File: src/rtl/riscv_uart_loader_pkg.sv
// Shared types and constants for the UART program loader.
//   loader_state_e : framing FSM states (StCsum exists only with UPG_CHECKSUM_EN)
//   rx_state_e     : UART byte receiver states
//   UartFrameBits  : bits per 8N1 frame (start + 8 data + stop)
//   UpgAdrWidth    : width of the programming-port word address
// Optional feature macro: UPG_CHECKSUM_EN
package riscv_uart_loader_pkg;

  localparam int unsigned UartFrameBits = 10;
  localparam int unsigned UpgAdrWidth   = 14;

`ifdef UPG_CHECKSUM_EN
  typedef enum logic [2:0] {
    StLen0,
    StLen1,
    StData,
    StCsum,
    StDone
  } loader_state_e;
`else
  typedef enum logic [2:0] {
    StLen0,
    StLen1,
    StData,
    StDone
  } loader_state_e;
`endif

  typedef enum logic [2:0] {
    RxIdle,
    RxStart,
    RxData,
    RxStop,
    RxWaitHigh
  } rx_state_e;

endpackage

File: src/rtl/riscv_uart_loader_uart_rx_byte.sv
// 8N1 UART byte receiver.
//   clk, rst    : clock, asynchronous active-high reset
//   rx          : serial input, idle high, LSB first
//   byte_o      : last received byte (held)
//   byte_vld_o  : one-cycle pulse when byte_o carries a new byte
//   frame_err_o : one-cycle pulse when a stop bit is sampled low
module uart_rx_byte
  import riscv_uart_loader_pkg::*;
#(
  parameter int unsigned CLKS_PER_BIT = 868
) (
  input  logic       clk,
  input  logic       rst,
  input  logic       rx,
  output logic [7:0] byte_o,
  output logic       byte_vld_o,
  output logic       frame_err_o
);

  localparam int unsigned CntW = $clog2(CLKS_PER_BIT);
  localparam logic [CntW-1:0] CntFull = CntW'(CLKS_PER_BIT - 1);
  localparam logic [CntW-1:0] CntHalf = CntW'(CLKS_PER_BIT / 2 - 1);

  logic            meta_q, sync_q, prev_q;
  rx_state_e       state_q, state_d;
  logic [CntW-1:0] cnt_q, cnt_d;
  logic [2:0]      bit_q, bit_d;
  logic [7:0]      shift_q, shift_d;
  logic [7:0]      byte_q, byte_d;
  logic            vld_q, vld_d;
  logic            ferr_q, ferr_d;

  always_comb begin
    state_d = state_q;
    cnt_d   = cnt_q + 1'b1;
    bit_d   = bit_q;
    shift_d = shift_q;
    byte_d  = byte_q;
    vld_d   = 1'b0;
    ferr_d  = 1'b0;
    case (state_q)
      RxIdle: begin
        cnt_d = '0;
        if (prev_q && !sync_q) state_d = RxStart;
      end
      RxStart: begin
        if (cnt_q == CntHalf) begin
          cnt_d = '0;
          bit_d = '0;
          // Start bit gone high again by its midpoint: treat as a glitch.
          state_d = sync_q ? RxIdle : RxData;
        end
      end
      RxData: begin
        if (cnt_q == CntFull) begin
          cnt_d   = '0;
          shift_d = {sync_q, shift_q[7:1]};
          bit_d   = bit_q + 1'b1;
          if (bit_q == 3'd7) state_d = RxStop;
        end
      end
      RxStop: begin
        if (cnt_q == CntFull) begin
          if (sync_q) begin
            byte_d  = shift_q;
            vld_d   = 1'b1;
            state_d = RxIdle;
          end else begin
            ferr_d  = 1'b1;
            state_d = RxWaitHigh;
          end
        end
      end
      RxWaitHigh: begin
        cnt_d = '0;
        if (sync_q) state_d = RxIdle;
      end
      default: state_d = RxIdle;
    endcase
  end

  always_ff @(posedge clk or posedge rst) begin
    if (rst) begin
      meta_q  <= 1'b1;
      sync_q  <= 1'b1;
      prev_q  <= 1'b1;
      state_q <= RxIdle;
      cnt_q   <= '0;
      bit_q   <= '0;
      shift_q <= '0;
      byte_q  <= '0;
      vld_q   <= 1'b0;
      ferr_q  <= 1'b0;
    end else begin
      meta_q  <= rx;
      sync_q  <= meta_q;
      prev_q  <= sync_q;
      state_q <= state_d;
      cnt_q   <= cnt_d;
      bit_q   <= bit_d;
      shift_q <= shift_d;
      byte_q  <= byte_d;
      vld_q   <= vld_d;
      ferr_q  <= ferr_d;
    end
  end

  assign byte_o      = byte_q;
  assign byte_vld_o  = vld_q;
  assign frame_err_o = ferr_q;

endmodule

File: src/rtl/riscv_uart_loader.sv
// UART program loader: receives LEN (16-bit, little-endian) followed by LEN little-endian
// 32-bit words and writes them to sequential word addresses on the upg_* port.
//   clk, rst   : clock, asynchronous active-high reset
//   rx         : UART serial input (8N1)
//   upg_rst_o  : high until the first length byte arrives
//   upg_wen_o  : one-cycle write strobe
//   upg_adr_o  : word address of the strobe (held between strobes)
//   upg_dat_o  : write data of the strobe (held between strobes)
//   upg_done_o : load complete, sticky until rst
//   err_o      : sticky framing / length / checksum error
// Optional feature macro: UPG_CHECKSUM_EN (trailing XOR checksum byte).
module riscv_uart_loader
  import riscv_uart_loader_pkg::*;
#(
  parameter int unsigned CLK_HZ    = 100_000_000,
  parameter int unsigned BAUD      = 115_200,
  parameter int unsigned MAX_WORDS = 16384
) (
  input  logic                   clk,
  input  logic                   rst,
  input  logic                   rx,
  output logic                   upg_rst_o,
  output logic                   upg_wen_o,
  output logic [UpgAdrWidth-1:0] upg_adr_o,
  output logic [31:0]            upg_dat_o,
  output logic                   upg_done_o,
  output logic                   err_o
);

  localparam int unsigned CLKS_PER_BIT = CLK_HZ / BAUD;

`ifdef UPG_CHECKSUM_EN
  localparam loader_state_e StAfterData = StCsum;
`else
  localparam loader_state_e StAfterData = StDone;
`endif

  logic [7:0] rx_byte;
  logic       rx_vld;
  logic       rx_ferr;

  uart_rx_byte #(
    .CLKS_PER_BIT(CLKS_PER_BIT)
  ) u_rx (
    .clk        (clk),
    .rst        (rst),
    .rx         (rx),
    .byte_o     (rx_byte),
    .byte_vld_o (rx_vld),
    .frame_err_o(rx_ferr)
  );

  loader_state_e          state_q, state_d;
  logic [15:0]            len_q, len_d;
  logic [1:0]             lane_q, lane_d;
  logic [31:0]            word_q, word_d;
  logic [UpgAdrWidth-1:0] widx_q, widx_d;
  logic [15:0]            wcnt_q, wcnt_d;
  logic                   wen_q, wen_d;
  logic [UpgAdrWidth-1:0] adr_q, adr_d;
  logic [31:0]            dat_q, dat_d;
  logic                   err_q, err_d;
`ifdef UPG_CHECKSUM_EN
  logic [7:0]             csum_q, csum_d;
`endif

  always_comb begin
    state_d = state_q;
    len_d   = len_q;
    lane_d  = lane_q;
    word_d  = word_q;
    widx_d  = widx_q;
    wcnt_d  = wcnt_q;
    wen_d   = 1'b0;
    adr_d   = adr_q;
    dat_d   = dat_q;
    err_d   = err_q;
`ifdef UPG_CHECKSUM_EN
    csum_d  = csum_q;
    if (rx_vld && (state_q inside {StLen0, StLen1, StData})) csum_d = csum_q ^ rx_byte;
`endif
    if (rx_ferr && state_q != StDone) err_d = 1'b1;

    case (state_q)
      StLen0: begin
        if (rx_vld) begin
          len_d[7:0] = rx_byte;
          state_d    = StLen1;
        end
      end
      StLen1: begin
        if (rx_vld) begin
          len_d[15:8] = rx_byte;
          if ({rx_byte, len_q[7:0]} == 16'd0) begin
            state_d = StAfterData;
          end else if (32'({rx_byte, len_q[7:0]}) > MAX_WORDS) begin
            err_d   = 1'b1;
            state_d = StDone;
          end else begin
            state_d = StData;
          end
        end
      end
      StData: begin
        if (rx_vld) begin
          word_d[{lane_q, 3'b000} +: 8] = rx_byte;
          lane_d = lane_q + 1'b1;
          if (lane_q == 2'd3) begin
            wen_d = 1'b1;
            dat_d = {rx_byte, word_q[23:0]};
            adr_d = widx_q;
          end
        end
        // Bookkeeping happens in the strobe cycle so done follows the last strobe by one cycle.
        if (wen_q) begin
          widx_d = widx_q + 1'b1;
          wcnt_d = wcnt_q + 16'd1;
          if (wcnt_q + 16'd1 == len_q) state_d = StAfterData;
        end
      end
`ifdef UPG_CHECKSUM_EN
      StCsum: begin
        if (rx_vld) begin
          if (rx_byte != csum_q) err_d = 1'b1;
          state_d = StDone;
        end
      end
`endif
      StDone: ;
      default: state_d = StLen0;
    endcase
  end

  always_ff @(posedge clk or posedge rst) begin
    if (rst) begin
      state_q <= StLen0;
      len_q   <= '0;
      lane_q  <= '0;
      word_q  <= '0;
      widx_q  <= '0;
      wcnt_q  <= '0;
      wen_q   <= 1'b0;
      adr_q   <= '0;
      dat_q   <= '0;
      err_q   <= 1'b0;
`ifdef UPG_CHECKSUM_EN
      csum_q  <= '0;
`endif
    end else begin
      state_q <= state_d;
      len_q   <= len_d;
      lane_q  <= lane_d;
      word_q  <= word_d;
      widx_q  <= widx_d;
      wcnt_q  <= wcnt_d;
      wen_q   <= wen_d;
      adr_q   <= adr_d;
      dat_q   <= dat_d;
      err_q   <= err_d;
`ifdef UPG_CHECKSUM_EN
      csum_q  <= csum_d;
`endif
    end
  end

  assign upg_rst_o  = (state_q == StLen0);
  assign upg_wen_o  = wen_q;
  assign upg_adr_o  = adr_q;
  assign upg_dat_o  = dat_q;
  assign upg_done_o = (state_q == StDone);
  assign err_o      = err_q;

endmodule
File: config.mk
export PLATFORM = sky130hd
export DESIGN_NAME = riscv_uart_loader
export DESIGN_NICKNAME = d
export VERILOG_FILES = /design/src/rtl/riscv_uart_loader_pkg.sv /design/src/rtl/riscv_uart_loader_uart_rx_byte.sv /design/src/rtl/riscv_uart_loader.sv
export SDC_FILE = /design/constraint.sdc
export NUM_CORES = 1
export LEC_CHECK = 0
export BUFFER_PORTS_ARGS = -buffer_cell sky130_fd_sc_hd__buf_2
export CAP_MARGIN = 20
export CELL_PAD_IN_SITES_DETAIL_PLACEMENT = 0
export CELL_PAD_IN_SITES_GLOBAL_PLACEMENT = 1
export CORE_AREA = 2 2 139 141
export CTS_BUF_LIST = sky130_fd_sc_hd__clkbuf_8
export DETAILED_ROUTE_END_ITERATION = 8
export DIE_AREA = 0 0 141 143
export GPL_TIMING_DRIVEN = 0
export PLACE_DENSITY = 0.75
export SLEW_MARGIN = 20
export SYNTH_ARGS = -nofsm -noshare
export SYNTH_HDL_FRONTEND = slang
export SYNTH_SLANG_ARGS = --single-unit
File: constraint.sdc
create_clock -name clk -period 6.8 [get_ports clk]
set_clock_uncertainty 0.1 [all_clocks]
set_input_delay 0.34 -clock clk [delete_from_list [all_inputs] [get_ports clk]]
set_output_delay 0.34 -clock clk [all_outputs]
set_load 0.02 [all_outputs]
==> flow_metrics.env, run 1 <==
export IMPL_status="finished clean"
export IMPL_path_max_fanout=8
export IMPL_max_cap_viol_count=0
export IMPL_grt_pass1_vias=4580
export IMPL_dp_hpwl_um=9540
export IMPL_ys_seq_area_frac=0.571
export IMPL_cts_sinks=159
export IMPL_viasPerCell=4.99
export IMPL_async_flop_share=1.00
export IMPL_synth_top_area_frac=0.560
export IMPL_rrSetupSlack_ps=3920
export IMPL_setup_worst_path_end_class="flop"
export IMPL_dpl_worst_slack_ps=3960
export IMPL_syn_avg_cell_area_um2=12.1
export IMPL_rsz0062_at_grt="false"
export IMPL_cts_tree="yes"
export IMPL_netlist_instances=578
export IMPL_hold_class="reg -> reg"
export IMPL_cts_inserted_buffers=17
export IMPL_fin_util=0.434
export IMPL_num_vias=4490
export IMPL_tightestPinTransition_ps=852
export IMPL_path_clk_slew_ps=80
export IMPL_cts_htree_levels=4
export IMPL_grt_pass1_wl_um=23100
export IMPL_clk_path_buf_depth=2
export IMPL_antenna_found_initial=0
export IMPL_track_usage=0.145
export IMPL_reg2reg_to="state_q[0]$_DFFE_PP0P_"
export IMPL_synth_cell_types=50
export IMPL_ant_nets=0
export IMPL_gp_congestion=0.824
export IMPL_worstHoldPathCells=0
export IMPL_clock_fmax_mhz=347
export IMPL_start_util=0.375
export IMPL_grt_max_degree=84
export IMPL_drc=0
export IMPL_worst_setup_path_start_kind="flop"
export IMPL_dieWidth_um=141
export IMPL_synth_nets=597
export IMPL_drt_wirelength_per_cell_um=15.3
export IMPL_yosysWarnings=0
export IMPL_area_delta_synth_final_pct=15.7
export IMPL_p_per_area_nw_per_um2=238
export IMPL_nets=671
export IMPL_yosys_most_used_dff="dfrtp_1"
export IMPL_worstPathRequired_ps=7030
export IMPL_final_hold_viol_count=0
export IMPL_reg2reg_depth=8
export IMPL_fin_crit_sh=0.423
export IMPL_synth_edff_count=0
export IMPL_vdd_drop_max_mv=0.176
export IMPL_p_leak_uw=0.00408
export IMPL_clock_latency_ps=450
export IMPL_setup_violations=0
export IMPL_worstSetupPathType="reg -> reg"
export IMPL_min_delay_start="u_rx.meta_q$_DFF_PP1_"
export IMPL_drt_iter0_drc=279
export IMPL_synth_area_leaders="dfrtp_1, mux2_2, xnor2_1"
export IMPL_diodes=0
export IMPL_core_area_um2=18600
export IMPL_root_buffer="clkbuf_8"
export IMPL_min_to="u_rx.sync_q$_DFF_PP1_"
export IMPL_fp_dieArea_um2=20200
export IMPL_min_period_ps=2880
export IMPL_layout_drive_gt1_share=0.269
export IMPL_yosys_area_top_type="dfrtp_1"
export IMPL_finalSetupTns_ps=0
export IMPL_wl_um=13700
export IMPL_pin_count=53
export IMPL_synthTopCellsByCount="dfrtp_1, mux2_2, nand2_1, nor2_1, xnor2_1"
export IMPL_drv_slew=0
export IMPL_firstDrtPassIters=4
export IMPL_syn_area_um2=6980
export IMPL_fp_dieH_um=143
export IMPL_arrival_ps=3110
export IMPL_port_buffers=52
export IMPL_row_count=50
export IMPL_yosysMostFrequentCell="dfrtp_1"
export IMPL_slew_headroom=0.430
export IMPL_r2r_start="wcnt_q[3]$_DFFE_PP0P_"
export IMPL_overflow=0
export IMPL_worst_slack_ps=3920
export IMPL_ys_ff_latch=159
## timing repair
item,CTS,global route
hold buffers,2,0
hold endpoints to repair,74,0
setup buffers,0,0
gates resized for setup,0,0
## cells in the final DEF (no fill, tap or decap), types with 3 or more instances in the layout
| cell | Yosys | final |
|---|---|---|
| dfrtp_1 | 156 | 156 |
| mux2_2 | 72 | 72 |
| nand2_1 | 60 | 60 |
| buf_2 | 4 | 56 |
| nor2_1 | 50 | 50 |
| xnor2_1 | 33 | 33 |
| xor2_1 | 24 | 24 |
| a22o_1 | 24 | 24 |
| nand3_1 | 20 | 20 |
| clkbuf_8 | 0 | 19 |
| ha_1 | 16 | 16 |
| clkbuf_1 | 14 | 14 |
| inv_1 | 13 | 14 |
| nand4_1 | 12 | 12 |
| o21ai_0 | 12 | 12 |
| nor3_1 | 7 | 7 |
| a21oi_1 | 5 | 5 |
| bufinv_16 | 0 | 5 |
| nor4_1 | 4 | 4 |
| and3_1 | 3 | 3 |
| nor3b_1 | 3 | 3 |
| or3_1 | 3 | 3 |
| nand3b_1 | 3 | 3 |
| or3_2 | 3 | 3 |
| a211oi_1 | 3 | 3 |
| nor4b_2 | 0 | 3 |
| inv_6 | 0 | 3 |
| dfstp_2 | 3 | 3 |
## metrics by stage
step	power, uW	cells	instance area [um2]	hold slack, ps
floorplan	1100	578	6980	244
global placement	1120	864	7530	249
detailed placement	1130	865	7580	249
CTS	1940	899	8070	261
global route	2000	899	8070	267
finish	1920	899	8070	259
## worst max path at each step
stage / start / end / slack [ps]
finish: wcnt_q[3]$_DFFE_PP0P_ / state_q[0]$_DFFE_PP0P_ / 3920
detailed placement: wcnt_q[3]$_DFFE_PP0P_ / state_q[0]$_DFFE_PP0P_ / 3960
CTS: wcnt_q[3]$_DFFE_PP0P_ / state_q[0]$_DFFE_PP0P_ / 3940
global placement: rst / upg_dat_o[3]$_DFFE_PP0P_ / 570
floorplan: rst / err_o$_DFF_PP0_ / 2070
global route: wcnt_q[0]$_DFFE_PP0P_ / state_q[0]$_DFFE_PP0P_ / 3750
## flip-flops by register name (all words and copies together), names as in the netlist
name / count
u_rx.byte_vld_o: 1
u_rx.bit_q: 3
wcnt_q: 16
u_rx.shift_q: 8
err_o: 1
upg_adr_o: 14
len_q: 16
u_rx.meta_q: 1
u_rx.frame_err_o: 1
state_q: 2
u_rx.cnt_q: 10
upg_wen_o: 1
widx_q: 14
u_rx.byte_o: 8
word_q: 24
u_rx.sync_q: 1
u_rx.prev_q: 1
u_rx.state_q: 3
upg_dat_o: 32
lane_q: 2
## layout make-up
type                    count  area, um2
plain buffers              19       76.3
inverters                  14       60.1
repair buffers             55        308
fillers                  1714      10500
clock buffers              19        262
multi-input cells         386       2880
flip-flops and latches    159       3980
clock inverters            13        209
well taps                 234        293
## kinds of logic after synthesis
group / synth area share
AND/OR/NAND/NOR: 0.130
flip-flops: 0.571
multiplexers: 0.119
XOR/XNOR: 0.0716
AO/OA/AOI/OAI: 0.0606
buffers and inverters: 0.0185
adder cells (fa/ha/maj): 0.0287
## where the power goes
part           internal, uW  total (uW)  switching, uW
Sequential              975        1010           31.8
Clock                   459         810            352
Combinational          43.5         103           59.5
## metal layers
metal  vias to the layer above  routed length [um]  global-route usage
li1                       2158                   -                   -
met1                      2240                6430               0.191
met2                        77                6680               0.241
met3                        15                 485              0.0352
met4                         0                 153              0.0416
met5                         -                   0                   0
## worst max-delay path, stage by stage (launching register included)
cell	delay (ps)
dfrtp_1	330
buf_2	180
nand4_2	240
or3_2	570
nor2_1	140
xnor2_1	160
nand4_1	140
o41ai_2	520
mux2_1	360
Power figures use the tool's default switching activity.
==> run 2, diff against run 1 <==
Settings changed: PLACE_DENSITY 0.75 to 0.77.
Clock period 6.8 ns to 2.5 ns, I/O delays scaled along.
==> flow_metrics.env, run 2 (synthesized netlist as in run 1, its figures left out) <==
export IMPL_status="complete, but fails checks"
export IMPL_violations="setup timing"
export IMPL_firstDrtPassIters=4
export IMPL_drt_iter0_drc=218
export IMPL_ant_nets=0
export IMPL_fp_dieH_um=143
export IMPL_dpl_worst_slack_ps=-313
export IMPL_drv_slew=0
export IMPL_clk_path_buf_depth=2
export IMPL_hold_class="in -> async"
export IMPL_p_switching_uw=1240
export IMPL_tightestPinTransition_ps=658
export IMPL_diodes=0
export IMPL_overflow=0
export IMPL_nets=679
export IMPL_area_delta_synth_final_pct=18.3
export IMPL_worstSetupPathType="reg -> reg"
export IMPL_reg2reg_to="state_q[1]$_DFFE_PP0P_"
export IMPL_layout_common_cells="dfrtp_1, mux2_2, nand2_1"
export IMPL_rsz0062_at_grt="true"
export IMPL_cts_tree="yes"
export IMPL_largest_register_ffs=32
export IMPL_final_hold_viol_count=0
export IMPL_reg2reg_depth=8
export IMPL_viasPerCell=5.04
export IMPL_startpoint="wcnt_q[0]$_DFFE_PP0P_"
export IMPL_internal_power_uw=3740
export IMPL_cts_inserted_buffers=17
export IMPL_fin_util=0.444
export IMPL_p_leak_uw=0.00414
export IMPL_path_clk_slew_ps=90
export IMPL_arrival_ps=2840
export IMPL_p_per_area_nw_per_um2=604
export IMPL_pwr_share_clk=0.392
export IMPL_rrSetupSlack_ps=-110
export IMPL_port_buffers=52
export IMPL_vdd_drop_max_mv=0.534
export IMPL_dp_hpwl_um=9620
export IMPL_drc=0
export IMPL_fin_area_um2=8260
export IMPL_num_fill_cells=1705
export IMPL_p_comb_frac=0.058
export IMPL_setup_violations=2
export IMPL_drt_wirelength_per_cell_um=15.1
export IMPL_track_usage=0.144
export IMPL_max_cap_viol_count=0
export IMPL_wl_um=13700
export IMPL_clock_latency_ps=450
export IMPL_grt_max_degree=37
export IMPL_row_count=50
export IMPL_antenna_found_initial=0
export IMPL_fp_dieArea_um2=20200
export IMPL_r2r_start="wcnt_q[0]$_DFFE_PP0P_"
export IMPL_grt_pass1_vias=4573
export IMPL_grt_pass1_wl_um=22900
export IMPL_placed_cell_area_um2=7660
export IMPL_cts_htree_levels=4
export IMPL_fin_crit_sh=1.04
export IMPL_setup_worst_path_end_class="flop"
export IMPL_path_max_fanout=6
export IMPL_core_area_um2=18600
export IMPL_final_common_cell="dfrtp_1"
export IMPL_p_seq_frac=0.549
export IMPL_worstPathRequired_ps=2730
export IMPL_layout_drive_gt1_share=0.308
export IMPL_pin_count=53
export IMPL_cp_endpoint="state_q[1]$_DFFE_PP0P_"
export IMPL_dieWidth_um=141
export IMPL_worst_setup_path_start_kind="flop"
export IMPL_cts_sinks=159
export IMPL_num_vias=4571
export IMPL_hold_ws_ps=84.4
export IMPL_slew_headroom=0.562
export IMPL_gp_congestion=0.806
export IMPL_worst_slack_ps=-111
export IMPL_min_period_ps=2610
export IMPL_root_buffer="clkbuf_8"
export IMPL_clock_fmax_mhz=383
export IMPL_p_sw_frac=0.249
export IMPL_start_util=0.375
[run 2: cell types whose count changed in the layout (fill, tap and decap cells not counted), sizes merged]
cell,previous run,this run
buf,58,68
bufinv,5,2
clkbuf,33,31
clkinvlp,1,5
inv,18,17
[run 2: power by group through the flow]
| stage | registers, uW | clock network [uW] | logic, uW |
|---|---|---|---|
| 2_1_floorplan | 2770 | 0 | 226 |
| 3_3_place_gp | 2780 | 0 | 264 |
| 3_5_place_dp | 2790 | 0 | 295 |
| 4_1_cts | 2740 | 2010 | 299 |
| 5_1_grt | 2750 | 2130 | 346 |
| 6_report | 2740 | 1960 | 291 |
[run 2: how the worst min path moves through the flow]
stage / endpoint / cells past startpoint
5_1_grt: u_rx.cnt_q[3]$_DFF_PP0_ / 3
3_5_place_dp: u_rx.cnt_q[3]$_DFF_PP0_ / 2
4_1_cts: u_rx.cnt_q[3]$_DFF_PP0_ / 3
3_3_place_gp: u_rx.meta_q$_DFF_PP1_ / 1
6_report: u_rx.cnt_q[3]$_DFF_PP0_ / 3
2_1_floorplan: u_rx.meta_q$_DFF_PP1_ / 0
[run 2: area by class of cell]
class                           count  area, um2  area share
Sequential cell                   159       3990       0.483
Multi-Input combinational cell    386       2990       0.363
Timing Repair Buffer               65        433      0.0524
Tap cell                          234        293      0.0355
Clock buffer                       19        262      0.0317
Clock inverter                     13        154      0.0186
Buffer                             17       77.6     0.00940
Inverter                           14       56.3     0.00682
[run 2: through the flow]
step                total power [uW]  setup TNS [ps]  std cells
floorplan                       3000               0        578
detailed placement              3090           -5240        869
finish                          4990            -221        907
CTS                             5050            -253        907
global placement                3050         -103900        864
global route                    5220            -428        907
[run 2: worst max-delay path: stages (launching register included)]
cell     delay [ps]
dfrtp_2         450
ha_4            190
and3_4          210
nand3_4          80
or3_4           380
o22ai_4          90
nand4_1         160
o41ai_4         480
mux2_4          330
[run 2: metal layers]
layer  wire [um]  vias up  GRT usage  part of all wire
li1            -     2179          -                 -
met1        6580     2291      0.190              0.48
met2        6340       81      0.233              0.46
met3         576       20     0.0382             0.042
met4         219        0     0.0468             0.016
met5           0        -          0                 0
[run 2: repair_timing]
action / in CTS / in global routing
endpoints found under the hold margin: 42 / 0
gates resized for setup: 19 / 8
cloned: 0 / 0
endpoints found under the setup margin: 39 / 35
buffers inserted: 5 / 1
pin swaps: 6 / 4
hold buffers: 2 / 0
